<file path="config.mk">
export PLATFORM = sky130hd
export DESIGN_NAME = fp16_maxpool_sequencer
export DESIGN_NICKNAME = d
export VERILOG_FILES = /design/src/rtl/pool_pkg.sv /design/src/rtl/fp16_maxpool_sequencer.sv
export SDC_FILE = /design/constraint.sdc
export NUM_CORES = 1
export LEC_CHECK = 0
export ABC_AREA = 1
export CELL_PAD_IN_SITES_DETAIL_PLACEMENT = 1
export CELL_PAD_IN_SITES_GLOBAL_PLACEMENT = 2
export CORE_MARGIN = 8
export CORE_UTILIZATION = 20
export DETAILED_ROUTE_END_ITERATION = 12
export PLACE_DENSITY_LB_ADDON = 0.1
export RECOVER_POWER = 25
export SLEW_MARGIN = 10
export SYNTH_ARGS = -nofsm -noshare
export SYNTH_HDL_FRONTEND = slang
export SYNTH_SLANG_ARGS = --single-unit
</file>
<file path="constraint.sdc">
create_clock -name clock -period 2.2 [get_ports clock]
set_input_delay 0.55 -clock clock [delete_from_list [all_inputs] [get_ports clock]]
set_output_delay 0.55 -clock clock [all_outputs]
set_load 0.01 [all_outputs]
</file>
<file path="src/rtl/pool_pkg.sv">
// Shared definitions for the fp16 max-pool sequencer.
//   FP16_W        width of an IEEE half-precision operand
//   FP16_NEG_INF  fp16 encoding of negative infinity
//   CMP_GT_BIT    bit of the comparator result that reports a > b
//   state_t       sequencer FSM state encoding
package pool_pkg;

    localparam int          FP16_W       = 16;
    localparam logic [15:0] FP16_NEG_INF = 16'hFC00;
    localparam int          CMP_GT_BIT   = 0;

    typedef enum logic [1:0] {
        IDLE   = 2'd0,
        ACCUM  = 2'd1,
        OUTPUT = 2'd2
    } state_t;

endpackage

</file>
<file path="src/rtl/fp16_maxpool_sequencer.sv">
// Streaming fp16 max-pool controller. Reduces every WINDOW accepted input
// samples to their maximum using an external, zero-latency floating-point
// comparator, and emits one result per window. m_tlast flags the last result
// of each row of ROW_WINDOWS results.
//
// Ports:
//   clock          rising-edge clock
//   rst_n          asynchronous active-low reset
//   s_tvalid/s_tready/s_tdata   fp16 input stream
//   m_tvalid/m_tready/m_tdata/m_tlast   pooled result stream
//   cmp_a_tvalid/cmp_a_tdata    comparator operand a (candidate sample)
//   cmp_b_tvalid/cmp_b_tdata    comparator operand b (running maximum)
//   cmp_re_tvalid/cmp_re_tdata  comparator result, bit CMP_GT_BIT = a > b
module fp16_maxpool_sequencer
    import pool_pkg::*;
#(
    parameter int DATA_WIDTH  = 16,
    parameter int WINDOW      = 4,
    parameter int ROW_WINDOWS = 8
) (
    input  logic                  clock,
    input  logic                  rst_n,
    input  logic                  s_tvalid,
    output logic                  s_tready,
    input  logic [DATA_WIDTH-1:0] s_tdata,
    output logic                  m_tvalid,
    input  logic                  m_tready,
    output logic [DATA_WIDTH-1:0] m_tdata,
    output logic                  m_tlast,
    output logic                  cmp_a_tvalid,
    output logic [DATA_WIDTH-1:0] cmp_a_tdata,
    output logic                  cmp_b_tvalid,
    output logic [DATA_WIDTH-1:0] cmp_b_tdata,
    input  logic                  cmp_re_tvalid,
    input  logic [7:0]            cmp_re_tdata
);

    localparam int ELEM_W = (WINDOW > 2) ? $clog2(WINDOW) : 1;
    localparam int ROW_W  = (ROW_WINDOWS > 1) ? $clog2(ROW_WINDOWS) : 1;

    localparam logic [ELEM_W-1:0] ELEM_LAST = ELEM_W'(WINDOW - 1);
    localparam logic [ROW_W-1:0]  ROW_LAST  = ROW_W'(ROW_WINDOWS - 1);

    state_t                  state_q;
    state_t                  state_d;
    logic [ELEM_W-1:0]       elem_cnt;
    logic [ROW_W-1:0]        win_cnt;
    logic [DATA_WIDTH-1:0]   max_q;
    logic                    rdy_q;
    logic                    cmp_err_q;

    logic                    s_accept;
    logic                    cmp_gt;
    logic                    cmp_unused;

    assign s_accept   = s_tvalid & s_tready;
    // A result only counts when the comparator marks it valid.
    assign cmp_gt     = cmp_re_tvalid & cmp_re_tdata[CMP_GT_BIT];
    assign cmp_unused = ^cmp_re_tdata[7:1];

    // Registered state: FSM, counters and running maximum.
    always_ff @(posedge clock or negedge rst_n) begin
        if (!rst_n) begin
            state_q   <= IDLE;
            elem_cnt  <= '0;
            win_cnt   <= '0;
            max_q     <= '0;
            rdy_q     <= 1'b0;
            cmp_err_q <= 1'b0;
        end else begin
            // Input side stays closed for the first cycle out of reset.
            rdy_q   <= 1'b1;
            state_q <= state_d;
            case (state_q)
                IDLE: begin
                    if (s_accept) begin
                        max_q    <= s_tdata;
                        elem_cnt <= ELEM_W'(1);
                    end
                end
                ACCUM: begin
                    if (s_accept) begin
                        if (cmp_gt) begin
                            max_q <= s_tdata;
                        end
                        // Missing comparator result: keep max_q, flag it.
                        if (!cmp_re_tvalid) begin
                            cmp_err_q <= 1'b1;
                        end
                        elem_cnt <= (elem_cnt == ELEM_LAST) ? '0 : elem_cnt + ELEM_W'(1);
                    end
                end
                OUTPUT: begin
                    if (m_tready) begin
                        win_cnt <= (win_cnt == ROW_LAST) ? '0 : win_cnt + ROW_W'(1);
                    end
                end
                default: ;
            endcase
        end
    end

    // Next state and stream / comparator outputs.
    always_comb begin
        state_d      = state_q;
        s_tready     = 1'b0;
        m_tvalid     = 1'b0;
        m_tdata      = '0;
        m_tlast      = 1'b0;
        cmp_a_tvalid = 1'b0;
        cmp_b_tvalid = 1'b0;
        cmp_a_tdata  = s_tdata;
        cmp_b_tdata  = max_q;
        case (state_q)
            IDLE: begin
                s_tready = rdy_q;
                if (s_tvalid && rdy_q) begin
                    state_d = ACCUM;
                end
            end
            ACCUM: begin
                s_tready     = rdy_q;
                cmp_a_tvalid = s_tvalid;
                cmp_b_tvalid = s_tvalid;
                if (s_accept && (elem_cnt == ELEM_LAST)) begin
                    state_d = OUTPUT;
                end
            end
            OUTPUT: begin
                m_tvalid = 1'b1;
                m_tdata  = max_q;
                m_tlast  = (win_cnt == ROW_LAST);
                if (m_tready) begin
                    state_d = IDLE;
                end
            end
            default: begin
                state_d = IDLE;
            end
        endcase
    end

endmodule

</file>
Word-level counts from Yosys, hierarchy flattened
Index checks and enable logic that the tools add are counted.

storage, ports and cells
  output and inout port bits = 53
  register bits after elaboration = 24

cells by class
  eq/ne operators = 10
  muxes and demuxes = 18
  reductions and logical operators = 9
  bitwise logic cells = 2
  add/sub/neg operators = 2

operators with widths
  cell                                            number
  2-to-1 mux 16 bit                               4
  one-hot mux 16 bit (2 select lines)             1
  2-to-1 mux 2 bit                                6
  inequality test 2 bit (second input constant)   6
  one-hot mux 2 bit (3 select lines)              1
  AND reduction 3 bit                             2
  == test 2 bit (second input constant)           2
  2-to-1 mux 1 bit                                4
  one-hot mux 2 bit (2 select lines)              1
  AND reduction 4 bit                             1
  adder 3 x 1 -> 3 bit (second input constant)    1
  == test 3 bit (second input constant)           1
  2-to-1 mux 3 bit                                1
  adder 2 x 1 -> 2 bit (second input constant)    1
  AND 1 bit                                       2
  == test 2 x 1 -> 1 bit (second input constant)  1
  logical AND 1 bit                               2
  logical NOT 2 bit                               1
  AND reduction 2 bit                             1
  nonzero test 2 bit                              1
  OR reduction 2 bit                              1

Logic depth before layout (Yosys ltp)
Gate-level depths: netlist of run 1.

  word-level depth = 7
  mapped depth = 6
  depth with buffers taken out = 5

Worst setup path before layout of run 1
Ideal clock, no wire load.

  path type = register to output
  from = register state_q[0]
  to = output port m_tdata[10]
  path buffers = 1
  cell stages (with the launch flop) = 5
  required time = 1650 ps
  path slack = 633 ps
  data arrival time = 1017 ps
  path through = dfrtp_1 > nor2_2 > inv_2 > buf_6 > nor2_1

on the way
  word-level cells in the longest chain between the ends = 2

RTL lines
  element                 RTL line                       source
  from (decl)             fp16_maxpool_sequencer.sv:44   state_t state_q;
  from (signal assigned)  fp16_maxpool_sequencer.sv:73   state_q <= state_d;
  == test 2 bit           fp16_maxpool_sequencer.sv:114  case (state_q)
  2-to-1 mux 16 bit       fp16_maxpool_sequencer.sv:114
  to (decl)               fp16_maxpool_sequencer.sv:28   output logic [DATA_WIDTH-1:0] m_tdata,

Every way passes these cells.

Worst setup path in the final report of run 1
  from = input port s_tdata[9]
  to = output port cmp_a_tdata[9]

RTL lines
  element      RTL line                      source
  from (decl)  fp16_maxpool_sequencer.sv:25  input logic [DATA_WIDTH-1:0] s_tdata,
  to (decl)    fp16_maxpool_sequencer.sv:31  output logic [DATA_WIDTH-1:0] cmp_a_tdata,

No word-level cell between the ends.

==> results.txt, run 1 <==
* Kind of start point of the critical path: input port
- Cts-stage hold buffer count: 0
- For this design the ratio of total power to cell area is 955.8 nW/um^2.
- Final hold violation count: 0
- In the post-synthesis netlist, the biggest area contributors are sky130_fd_sc_hd__dfrtp_1 (46%), sky130_fd_sc_hd__nand2_1 (14%), sky130_fd_sc_hd__buf_4 (9.7%).
- After layout, the worst path uses 97.34% of the clock period.
- Worst min-delay path class: register to register
* Total placed instance area: 2063 um^2
- TritonCTS built the clock tree.
* Port Buffers: 74
* Required arrival time at the worst endpoint: 1.65 ns
- For this run, the top clock speed supported by timing is 0.4669 GHz.
* Sum of routed wire length over all layers: 4.408 mm
- The Yosys step of the flow raised 0 warnings.
* Avg WL per Cell: 13.86 um
- Post-synth top area share: 45.63%
- In the routed design, unresolved DRC markers number 0.
* Core occupancy in the finished layout: 33.36%
* Clock Tree Root: sky130_fd_sc_hd__clkbuf_8
- Vias in the first global route: 1,435
* Depth of the CTS H-tree: 1
* Antenna viol nets, final: 0
* Post-detailed-route via-to-cell ratio: 3.972
- Fraction of final layout cells with drive strength greater than 1: 8.299%
* Clock slew at reported path FFs: 0.09 ns
- Final Cell Area: 2118 um^2
- Number of primary I/O pins: 82
- Counting flops with an async set or reset pin after synthesis yields a share of 100.0%.
- The number of antenna diodes in the final layout is 0.
- The worst-case IR drop observed on VDD is 0.0003646 V.
* Main flop type after synthesis: sky130_fd_sc_hd__dfrtp_1
- Filler-free cell count of the finished design: 318
* First-pass DRT Iterations: 3
- Postcts setup bufs: 0
* Initial core utilization: 20.73%
* Core footprint: 6350 um^2
* Critical Path Fanout Max: 2
- Slew Limit Headroom: 57.46%
- For the pin with the worst max-slew slack, the measured transition is 0.6381 ns.
* Gp weighted congestion: 0.6777
- Post-placement cell count: 314
* Number of flops mapped to enable cells by yosys: 0
* Synth area leader: sky130_fd_sc_hd__dfrtp_1
* Buffer and inverter count on the worst path: 2
- The final count of pins violating max slew was 0.
- After global routing the overflow that remains totals 0.
- Final setup fails: 0
* Total standard cell area after synthesis: 1316 um^2
* Worst Setup End Kind: output pin
- Design Power: 2.025 mW
- The worst setup path is of the input port to output pin kind.
- Insertion delay of the later-clocked pin in the worst-skew pair: 0.27 ns
* Cell count after synthesis: 175
- In this run, the number of DRC markers left after iteration 0 of detailed routing was 19.
- Total routing resource utilization after global routing: 9.556%
- The synthesized design contains 24 register bits.
* Layout Area Growth over Synthesis: 60.93%
* Worst path arrival time: 1.59 ns
* CTS Sinks: 24
- By count the netlist is led by sky130_fd_sc_hd__nand2_1 (50), sky130_fd_sc_hd__nor2_1 (26), sky130_fd_sc_hd__dfrtp_1 (24), sky130_fd_sc_hd__inv_1 (23), sky130_fd_sc_hd__nand3_1 (18).
* Net total in the final layout: 274
* Pin count of the biggest net entering global routing: 25
* Cell with the most instances after synthesis: sky130_fd_sc_hd__nand2_1
* Sequential element share of the synthesized area: 45.63%
- The tool flagged a number of max-cap violations equal to 0.
- In this run the vertical extent of the chip is 97.13 um.
* Die W: 97.13 um
- Standby leakage power: 1.132 nW
* Chain of cells forming the critical path: clkdlybuf4s50_1 > clkdlybuf4s50_1
- Setup repair after global routing left no endpoint under its margin.
- Detailed routing inserted a total of 1,263 vias.
* Rows: 29
- Number of buffers inserted during clock tree synthesis: 3
* Outcome: complete, no violations
- Number of antenna violations at the first check in global routing: 0
* Cell variety after synth: 15
* Detailed-placement wirelength estimate: 3.402 mm
- Mean post-synth cell area: 7.521 um^2
- The die covers 9433 um^2.
* Post-layout minimum cycle time: 2.142 ns
- In this design, the critical path's most frequently occurring cell is sky130_fd_sc_hd__clkdlybuf4s50_1.
* Kind of cell adding the most delay to the critical path: buffers and inverters
- Number of buffers on the longest clock path: 2
- Synthesis produced a netlist with a net count of 207.
- The slowest stage of the critical path belongs to the cell sky130_fd_sc_hd__clkdlybuf4s50_1.
- The first global-routing pass estimated 7.472 mm of wire.
- Fill cells in the final layout number 779.
* Worst path max stage delay: 0.55 ns
- Clock Skews: 0.001267 ns
==> flip-flops by register name, summed over array words and instances (netlist names) <==
name / flops
rdy_q: 1
cmp_b_tdata: 16
state_q: 2
elem_cnt: 2
win_cnt: 3
==> what timing repair did <==
action | CTS | global route
hold endpoints to repair | 0 | 0
endpoints found under the setup margin | 19 | 1
resized for setup | 21 | 1
pin swaps | 0 | 0
==> cell type report <==
| cell class | count | area (um^2) | area share [%] |
|---|---|---|---|
| clock buffer | 3 | 41.29 | 1.949 |
| sequential | 24 | 600.6 | 28.35 |
| timing repair buffer | 84 | 792.0 | 37.39 |
| tap | 77 | 96.34 | 4.548 |
| inverter | 25 | 96.34 | 4.548 |
| clock inverter | 1 | 30.03 | 1.418 |
| multi-input combinational | 104 | 461.7 | 21.80 |
==> final timing paths <==
| check | start | endpoint | slack [ns] | cells past startpoint |
|---|---|---|---|---|
| max | s_tdata[9] | cmp_a_tdata[9] | 0.06 | 2 |
| min | win_cnt[1]$_DFFE_PN0P_ | win_cnt[1]$_DFFE_PN0P_ | 0.49 | 2 |
| max reg2reg | state_q[1]$_DFFE_PN0P_ | elem_cnt[0]$_DFFE_PN0P_ | 0.87 | 6 |
| min reg2reg | win_cnt[1]$_DFFE_PN0P_ | win_cnt[1]$_DFFE_PN0P_ | 0.49 | 2 |
| max in group asynchronous | rst_n | cmp_b_tdata[5]$_DFFE_PN0P_ | 0.97 | 2 |
| min in group asynchronous | rst_n | elem_cnt[0]$_DFFE_PN0P_ | 0.82 | 2 |
==> cell usage in the layout, fill, tap and decap left out <==
cell / count
sky130_fd_sc_hd__ha_1: 3
sky130_fd_sc_hd__clkbuf_2: 1
sky130_fd_sc_hd__dlymetal6s2s_1: 1
sky130_fd_sc_hd__clkdlybuf4s50_1: 52
sky130_fd_sc_hd__dfrtp_1: 24
sky130_fd_sc_hd__o21ai_0: 2
sky130_fd_sc_hd__inv_4: 1
sky130_fd_sc_hd__buf_4: 9
sky130_fd_sc_hd__nand2_2: 1
sky130_fd_sc_hd__nand2_4: 1
sky130_fd_sc_hd__nor2_1: 26
sky130_fd_sc_hd__clkbuf_8: 3
sky130_fd_sc_hd__inv_1: 23
sky130_fd_sc_hd__nor2_2: 1
sky130_fd_sc_hd__dlygate4sd2_1: 19
sky130_fd_sc_hd__nor2_4: 1
sky130_fd_sc_hd__inv_2: 1
sky130_fd_sc_hd__bufinv_16: 1
sky130_fd_sc_hd__nand2_1: 50
sky130_fd_sc_hd__nand3_1: 18
sky130_fd_sc_hd__dlygate4sd3_1: 2
sky130_fd_sc_hd__conb_1: 1
==> through the flow <==
step | setup slack (ns) | hold slack, ns | TNS, ns
after floorplan | 0.6329 | 0.2544 | 0
after global placement | -0.09432 | 0.4629 | -0.1879
after detailed placement | -0.09585 | 0.4668 | -0.1912
after CTS | 0.04071 | 0.4907 | 0
after global routing | 0.02245 | 0.5025 | 0
final | 0.05842 | 0.4863 | 0
==> metal layers <==
layer  track usage [%]  up-vias  wire length [um]
met5                 0        -                 0
met3             3.058        2               260
met1             11.07      586              1959
met2             16.77       35              2164
met4             1.775        0                23
li1                  -      640                 -
==> kinds of logic (layout without fill, tap and decap cells) <==
logic type | Yosys count | in the layout | synth area share [%]
AO/OA/AOI/OAI | 2 | 2 | 0.7605
flip-flops | 24 | 24 | 45.63
buffers and inverters | 47 | 113 | 19.68
adder cells (fa/ha/maj) | 3 | 3 | 2.852
other | 1 | 1 | 0.2849
AND/OR/NAND/NOR | 98 | 98 | 30.80
==> report_power, final <==
group	switching, mW	internal [mW]	leakage, nW	total [mW]
Clock	0.154	0.243	0.0357	0.397
Combinational	0.420	0.448	0.796	0.868
Sequential	0.140	0.619	0.300	0.759
Total	0.715	1.31	1.13	2.02
(Power assumes the default switching activity.)
==> inputs of run 2 (changes only) <==
--- a/config.mk
+++ b/config.mk
@@ -13,6 +13,7 @@
 export DETAILED_ROUTE_END_ITERATION = 12
 export PLACE_DENSITY_LB_ADDON = 0.1
 export RECOVER_POWER = 25
+export SKIP_CTS_REPAIR_TIMING = 1
 export SLEW_MARGIN = 10
 export SYNTH_ARGS = -nofsm -noshare
 export SYNTH_HDL_FRONTEND = slang
==> run 2 against run 1 <==
Against the previous run:
- cell area grew 3.8%
- final cell count grew 0.31%
- register-to-register slack is essentially flat
- die area is the same
- fmax shrank 0.20%
- power grew 0.36%
- critical endpoint unchanged
- highest routed layer unchanged
==> results.txt, run 2 (synthesized netlist as in run 1, its figures left out) <==
* Outcome: complete, no violations
- The clock net in this run drives a total of 24 sinks.
* Total routing resource utilization after global routing: 9.541%
- Initial core utilization: 20.73%
- Post-detailed-route via-to-cell ratio: 3.978
* Filler-free cell count of the finished design: 319
- Cells with a size suffix above 1 make up 8.678% of the layout.
- Via count: 1,269
* Number of primary I/O pins: 82
* Depth of the CTS H-tree: 1
- Starting DRT DRC Count: 15
- For the worst setup path, the data arrival time is 1.60 ns.
* Final Max Slew Viols: 0
- The cell sitting at the root of the clock tree is a sky130_fd_sc_hd__clkbuf_8.
* Clock slew at reported path FFs: 0.09 ns
- TritonCTS built the clock tree.
- Standby leakage power: 1.392 nW
- Design Power: 2.032 mW
- The critical path goes through clkdlybuf4s50_1 > clkdlybuf4s50_1.
* Kind of start point of the critical path: input port
* Antenna viol nets, final: 0
- Counting stages on the worst path, the most repeated cell is sky130_fd_sc_hd__clkdlybuf4s50_1.
* Number of buffers on the longest clock path: 2
- The min-delay analysis places its worst path in the category register to register.
- Critical register-to-register path endpoint: elem_cnt[0]$_DFFE_PN0P_
* Setup slack of the most critical reg-to-reg path: 0.87 ns
- The repair_antennas step left the layout with diodes totalling 0.
- Pre-CTS WS: -0.09585 ns
* Launch instance of the worst register-to-register path: state_q[1]$_DFFE_PN0P_
* Global-route wire length before repair: 7.458 mm
- Avg WL per Cell: 13.92 um
* Insertion delay of the later-clocked pin in the worst-skew pair: 0.27 ns
- In this run the horizontal extent of the chip is 97.13 um.
- Setup violations remaining at the end of the flow were counted as 0.
- In this design, the stage delay of the slowest critical-path cell is 0.55 ns.
- Slew Limit Headroom: 57.40%
- The final layout contains routed wiring with a total length of 4.440 mm.
- RSZ-0062 raised after global routing: false
- Slack of the critical path: 0.05422 ns
- In this run the worst setup path terminates at cmp_a_tdata[9].
- The region available for standard cell placement spans 6350 um^2.
* Vias in the first global route: 1,439
- The first detailed-routing pass took 3 iterations.
* Required arrival time at the worst endpoint: 1.65 ns
* Core occupancy in the finished layout: 34.64%
* Type of the worst setup path: input port to output pin
- Number of max-capacitance violations reported: 0
- GRT overflow: 0
- Slew at the pin closest to its max-slew limit: 0.6390 ns
- Among all stages on the critical path, the largest delay is contributed by sky130_fd_sc_hd__clkdlybuf4s50_1.
* Fin crit share: 97.54%
- Setup total negative slack on the finished layout was measured at 0 ns.
* Layout Area Growth over Synthesis: 67.11%
- The die is 97.13 um tall.
- In the routed design, unresolved DRC markers number 0.
* Post-placement cell count: 314
- At the end of routability-driven placement, the weighted congestion stood at 0.6777.
* Die area: 9433 um^2
- After layout, the minimum clock period comes to 2.146 ns.
- Of all nets on the critical path, the largest fanout is 2.
* Number of antenna violations at the first check in global routing: 0
- Final hold violation count: 0
- IR drop worst, VDD: 0.0003644 V
- The number of cells on the worst reg-to-reg path is 6.
* Most frequent standard cell in the layout excluding fill and tap cells: sky130_fd_sc_hd__clkdlybuf4s50_1
* Beginning of the critical path: s_tdata[9]
- Across the routed clock network, the largest skew measured is 0.001651 ns.
* Kind of cell adding the most delay to the critical path: buffers and inverters
* Detailed-placement wirelength estimate: 3.402 mm
* Number of gates on the worst path with buffers counted: 2
- Together, buffers and inverters on the worst path number 2.
- Highest clock frequency the design can meet: 0.4660 GHz
- Entering global routing, the biggest net connects 25 pins.
* Net total in the final layout: 275
* Port Buffers: 74
* Most frequent cells in the layout: sky130_fd_sc_hd__clkdlybuf4s50_1 (52), sky130_fd_sc_hd__nand2_1 (50), sky130_fd_sc_hd__nor2_1 (26)
- Worst Setup End Kind: output pin
* Cell Pwr Density: 923.8 nW/um^2
* Max reg flops: 16
* Number of buffers inserted during clock tree synthesis: 3
- After floorplanning, the core was divided into 29 placement rows.
## run 2: area by class of cell
cell class	count	area (um^2)
clock inverter	1	30.03
clock buffer	3	41.29
sequential	24	600.6
timing repair buffer	85	870.8
multi-input combinational	104	461.7
tap	77	96.34
inverter	25	98.84
fill	765	4150
## run 2: how the worst min path moves through the flow
stage / from / end / slack [ns] / cells after the start
floorplan: rst_n / cmp_b_tdata[0]$_DFFE_PN0P_ / 0.25 / 0
global placement: win_cnt[1]$_DFFE_PN0P_ / win_cnt[1]$_DFFE_PN0P_ / 0.46 / 2
detailed placement: win_cnt[1]$_DFFE_PN0P_ / win_cnt[1]$_DFFE_PN0P_ / 0.47 / 2
CTS: win_cnt[1]$_DFFE_PN0P_ / win_cnt[1]$_DFFE_PN0P_ / 0.49 / 2
global route: win_cnt[1]$_DFFE_PN0P_ / win_cnt[1]$_DFFE_PN0P_ / 0.50 / 2
finish: win_cnt[1]$_DFFE_PN0P_ / win_cnt[1]$_DFFE_PN0P_ / 0.49 / 2
## run 2: where the power goes
group	internal (mW)	switching (mW)
registers	0.619	0.140
logic	0.455	0.421
clock network	0.243	0.154
total	1.32	0.715
## run 2: per-layer routing
| layer | GRT usage, % | wire length [um] |
|---|---|---|
| met1 | 11.03 | 1991 |
| met2 | 16.77 | 2185 |
| met3 | 3.058 | 240 |
| met4 | 1.775 | 23 |
| met5 | 0 | 0 |
## run 2: stage by stage
| stage | hold slack [ns] | area, um^2 |
|---|---|---|
| after floorplan | 0.2544 | 1316 |
| after global placement | 0.4629 | 2063 |
| after detailed placement | 0.4668 | 2063 |
| after CTS | 0.4907 | 2135 |
| after global routing | 0.5025 | 2200 |
| final | 0.4864 | 2200 |
